[src/rtl/dmem_pkg.sv]
// Shared types and helpers for the data-memory responder.
// Holds the FSM state encoding and the request address check.
package dmem_pkg;

    localparam int WORD_W = 32;

    typedef enum logic [1:0] {
        IDLE,
        WAIT,
        RESP
    } state_t;

    // Misaligned or past the last word: no aliasing of high addresses.
    function automatic logic addr_err(
        input logic [31:0] addr,
        input int unsigned depth
    );
        return (addr[1:0] != 2'b00) || ({2'b00, addr[31:2]} >= depth);
    endfunction

endpackage

[src/rtl/dmem_array.sv]
// DEPTH x WORD_W word store: one synchronous write port,
// one asynchronous read port, cleared by the async reset.
module dmem_array
    import dmem_pkg::*;
#(
    parameter int DEPTH = 64,
    localparam int AW = $clog2(DEPTH)
) (
    input  logic              clk,
    input  logic              rst_n,
    input  logic              we_i,
    input  logic [AW-1:0]     waddr_i,
    input  logic [WORD_W-1:0] wdata_i,
    input  logic [AW-1:0]     raddr_i,
    output logic [WORD_W-1:0] rdata_o
);

    logic [WORD_W-1:0] mem_q [DEPTH];

    always_ff @(posedge clk or negedge rst_n) begin
        if (!rst_n) begin
            for (int i = 0; i < DEPTH; i++) begin
                mem_q[i] <= '0;
            end
        end else if (we_i) begin
            mem_q[waddr_i] <= wdata_i;
        end
    end

    assign rdata_o = mem_q[raddr_i];

endmodule

[src/rtl/dmem_responder.sv]
// Multi-cycle load/store target: one outstanding request,
// programmable response latency, registered handshake outputs.
module dmem_responder
    import dmem_pkg::*;
#(
    parameter int DEPTH   = 64,
    parameter int LATENCY = 2
) (
    input  logic        clk,
    input  logic        rst_n,
    input  logic        req_valid,
    output logic        req_ready,
    input  logic        req_write,
    input  logic [31:0] req_addr,
    input  logic [31:0] req_wdata,
    output logic        resp_valid,
    input  logic        resp_ready,
    output logic [31:0] resp_rdata,
    output logic        resp_err
);

    localparam int AW = $clog2(DEPTH);

    state_t            state_q;
    logic [3:0]        cnt_q;
    logic              ready_q;
    logic              valid_q;
    logic              err_q;
    logic [WORD_W-1:0] rdata_q;

    logic              acc;
    logic              err;
    logic              we;
    logic [AW-1:0]     idx;
    logic [WORD_W-1:0] arr_rdata;

    assign acc = req_valid && ready_q;
    assign err = addr_err(req_addr, DEPTH);
    assign idx = req_addr[AW+1:2];
    assign we  = acc && req_write && !err;

    dmem_array #(
        .DEPTH(DEPTH)
    ) u_array (
        .clk    (clk),
        .rst_n  (rst_n),
        .we_i   (we),
        .waddr_i(idx),
        .wdata_i(req_wdata),
        .raddr_i(idx),
        .rdata_o(arr_rdata)
    );

    always_ff @(posedge clk or negedge rst_n) begin
        if (!rst_n) begin
            state_q <= IDLE;
            cnt_q   <= '0;
            ready_q <= 1'b1;
            valid_q <= 1'b0;
            err_q   <= 1'b0;
            rdata_q <= '0;
        end else begin
            unique case (state_q)
                IDLE: begin
                    if (acc) begin
                        err_q   <= err;
                        rdata_q <= (!err && !req_write) ? arr_rdata : '0;
                        cnt_q   <= 4'(LATENCY - 1);
                        ready_q <= 1'b0;
                        if (LATENCY == 1) begin
                            state_q <= RESP;
                            valid_q <= 1'b1;
                        end else begin
                            state_q <= WAIT;
                        end
                    end
                end
                WAIT: begin
                    cnt_q <= cnt_q - 4'd1;
                    if (cnt_q == 4'd1) begin
                        state_q <= RESP;
                        valid_q <= 1'b1;
                    end
                end
                RESP: begin
                    if (resp_ready) begin
                        state_q <= IDLE;
                        valid_q <= 1'b0;
                        ready_q <= 1'b1;
                        err_q   <= 1'b0;
                        rdata_q <= '0;
                    end
                end
                default: begin
                    state_q <= IDLE;
                    valid_q <= 1'b0;
                    ready_q <= 1'b1;
                end
            endcase
        end
    end

    assign req_ready  = ready_q;
    assign resp_valid = valid_q;
    assign resp_err   = err_q;
    assign resp_rdata = rdata_q;

endmodule

[config.mk]
export PLATFORM = sky130hd
export DESIGN_NAME = dmem_responder
export DESIGN_NICKNAME = d
export VERILOG_FILES = /design/src/rtl/dmem_pkg.sv /design/src/rtl/dmem_array.sv /design/src/rtl/dmem_responder.sv
export SDC_FILE = /design/constraint.sdc
export NUM_CORES = 2
export LEC_CHECK = 0
export BUFFER_PORTS_ARGS = -buffer_cell sky130_fd_sc_hd__buf_4
export CAP_MARGIN = 20
export CORE_MARGIN = 4
export CORE_UTILIZATION = 51
export DETAILED_ROUTE_END_ITERATION = 10
export PLACE_DENSITY = 0.75
export SYNTH_ARGS = -nofsm -noshare
export SYNTH_HDL_FRONTEND = slang
export SYNTH_SLANG_ARGS = --single-unit
[constraint.sdc]
create_clock -name clk -period 2.35 [get_ports clk]
set_input_delay 0.47 -clock clk [delete_from_list [all_inputs] [get_ports clk]]
set_output_delay 0.47 -clock clk [all_outputs]
set_load 0.01 [all_outputs]
==> metrics.md <==
| Metric | Value |
|---|---|
| Post-Synth XOR/XNOR Area | 0% |
| Max VDD drop | 0.6292 mV |
| CTS root buf | clkbuf_16 |
| Residual DRC count | 0 |
| Antenna Nets Post-Route | 0 |
| Boundary pin count | 104 |
| Post-synthesis net count | 6,803 |
| Main combinational cell family by area after synthesis | multiplexers |
| Inserted Clock Buffers | 205 |
| Most used DFF post-synth | dfrtp_1 |
| Pre-antenna DRT Iters | 9 |
| Fmax | 429.8 MHz |
| Count of different cell masters after synthesis | 73 |
| Synthesized area per cell | 14.30 um2 |
| CP max stage delay | 0.59 ns |
| CTS H-Tree Depth | 4 |
| Max-slew violation count | 0 |
| Endpoints failing hold | 0 |
| Crit share post-route | 99.01% |
| Initial antenna violation count | 7 |
| Global-route wire length before repair | 485,100 um |
| Worst path top cell family by delay | compound AO/OA/AOI/OAI gates |
| Tmin final | 2.327 ns |
| Async S/R FF share, synth | 100.0% |
| CTS tree | built |
| CP max stage cell | dfstp_2 |
| Mux cell area share after synthesis | 32.04% |
| Largest net degree at the start of global routing | 116 |
| R2R depth | 7 |
| Crit path buf inv count | 1 |
| Crit start category | flip-flop |
| Via count | 66,330 |
| Post-Synthesis Cell Area | 0.09626 mm2 |
| Compound-Gate Fraction of Synth Area | 6.859% |
| Simple-Gate Fraction of Synth Area | 2.418% |
| Crit path cell chain | nand2_4 > nor4_4 > nand3_4 > buf_4 > a21oi_2 > o2111ai_1 > o31ai_1 |
| Sequential fraction of the synthesis area | 54.31% |
| I/O Buffers | 103 |
| Setup violations, final | 0 |
| Post-synthesis adder-cell area fraction | 0.02600% |
| RR Startpoint | req_ready |
| Pwr dens | 670.2 mW/mm2 |
| EDFF count, synth | 0 |
| DR iter-0 viols | 7,964 |
| Most common cell after layout, fill and taps aside | dfrtp_1 |
| Vias in the first global route | 68,520 |
| Share of layout cells above drive strength 1 | 49.25% |
| Die area | 0.1958 mm2 |
| Std-Cell Rows | 159 |
| Worst-margin pin slew | 0.8738 ns |
| CP max FO | 6 |
| WL per Instance | 34.32 um |
| Core Box Area | 0.1878 mm2 |
| Fin util | 59.98% |
| Slew HR | 41.75% |
| Crit path DAT | 3.05 ns |
| GRT Overall Usage | 33.84% |
| Total chip power | 75.49 mW |
| Clock insertion delay at the later pin of the skew report | 0.87 ns |
| Internal reg-to-reg setup slack | 0.02 ns |
| Clock Skews | 0.03195 ns |
| P&R area growth vs syn | 17.03% |
| Clock sinks | 2,089 |
| Crit path kind | reg2reg |
| Leakage dissipation | 57.56 nW |
| Reg2reg end | resp_rdata[13] |
| Hold/Removal Path Class | in2async |
| Nets@finish | 7,203 |
| Most frequent cells in the layout | dfrtp_1, mux2_2, buf_4, buf_12, o22ai_1 |
| Post-Syn Instances | 6,732 |
| Die Y | 442.5 um |
| Congestion Overflow GR | 0 |
| Final WL | 336,500 um |
| Max cap viols | 0 |
| Warnings, synthesis | 0 |
| DP HPWL | 219,400 um |
| Placer Congestion | 0.9334 |
| CP Capture Type | flip-flop |
| Synthesized flop and latch total | 2,089 |
| Die X | 442.5 um |
| Via density | 6.765 |
| Status | complete, no violations |
| Clock Path Buffers | 3 |
| CTS clock-pin slew for the worst setup and hold paths | 0.06 ns |
| Critical path required time | 3.07 ns |
| Initial core utilization | 51.26% |
layout make-up:
| class | count | area (um2) |
|---|---|---|
| Clock inverter | 57 | 752.0 |
| Tap cell | 2495 | 3122 |
| Antenna cell | 7 | 17.52 |
| Fill cell | 13940 | 75150 |
| Clock buffer | 320 | 6185 |
| Sequential cell | 2089 | 52280 |
| Inverter | 9 | 40.04 |
| Multi-Input combinational cell | 3937 | 40060 |
| Timing Repair Buffer | 890 | 10200 |
synthesized netlist by cell type (39+ instances only):
library cell / count / share of area, %
mux2_4: 70 / 1.1
a22oi_1: 59 / 0.46
buf_1: 49 / 0.19
a21oi_1: 122 / 0.63
mux2_2: 2024 / 24
o21ai_0: 113 / 0.59
o22ai_1: 266 / 1.7
buf_4: 39 / 0.30
clkbuf_1: 298 / 1.2
nand2_1: 142 / 0.55
mux4_2: 151 / 3.5
o221ai_1: 146 / 1.3
nor2_1: 76 / 0.30
mux2i_1: 257 / 2.7
nand2_4: 48 / 0.56
dfrtp_1: 2088 / 54
buf_2: 151 / 0.79
mux2_1: 91 / 1.1
buf_6: 159 / 1.9
per-layer routing:
metal	GRT usage, %	vias up	part of all wire [%]
met5	0	-	0.0045
met4	23.68	2	8.2
met3	9.792	1285	11
met2	49.94	4147	44
met1	43.05	35030	37
li1	-	25860	-
metrics by stage:
stage          cells   TNS (ns)  hold slack [ns]  instance area [um2]  setup WS, ns
6_report        9804          0           0.1729               112700       0.02336
5_1_grt         9797  -0.008331           0.1658               112600     -0.008331
4_1_cts         9793          0           0.1380               112600      0.002334
3_5_place_dp    9413    -419.99           0.3847               105500       -0.6284
3_3_place_gp    9413    -383.97           0.3876               105500       -0.5842
2_1_floorplan   6732    -0.5843           0.1744                96310     -0.006902
registers in the layout, indices dropped and copies added (netlist names):
name / flops
u_array.mem_q: 2048
resp_err: 1
cnt_q: 4
resp_valid: 1
resp_rdata: 32
state_q: 2
req_ready: 1
worst max path at each step:
stage | start | end | slack (ns) | cells after the start
after floorplan | req_addr[17] | u_array.mem_q[1825] | -0.007 | 7
after global placement | req_addr[5] | resp_rdata[14] | -0.58 | 9
after detailed placement | req_addr[5] | resp_rdata[28] | -0.63 | 9
after CTS | req_ready | resp_rdata[22] | 0.002 | 6
after global routing | req_ready | resp_rdata[13] | -0.008 | 7
final | req_ready | resp_rdata[13] | 0.02 | 7
report_power, final:
group / internal (mW) / switching [mW]
Sequential: 36.0 / 0.0587
Combinational: 1.85 / 3.82
Clock: 19.2 / 14.5
timing repair:
item | in CTS | in global routing
endpoints found under the setup margin | 9 | 6
pin swaps | 1 | 2
resized for setup | 6 | 12
endpoints found under the hold margin | 357 | 0
setup buffers | 0 | 4
hold buffers | 3 | 0
kinds of logic after synthesis:
| kind of cell | count (synthesis) |
|---|---|
| muxes | 2593 |
| adders and majority gates | 2 |
| AOI/OAI and AO/OA | 943 |
| buffers and inverters | 706 |
| DFF | 2089 |
| and+or+nand+nor | 399 |
(Power assumes the default switching activity.)
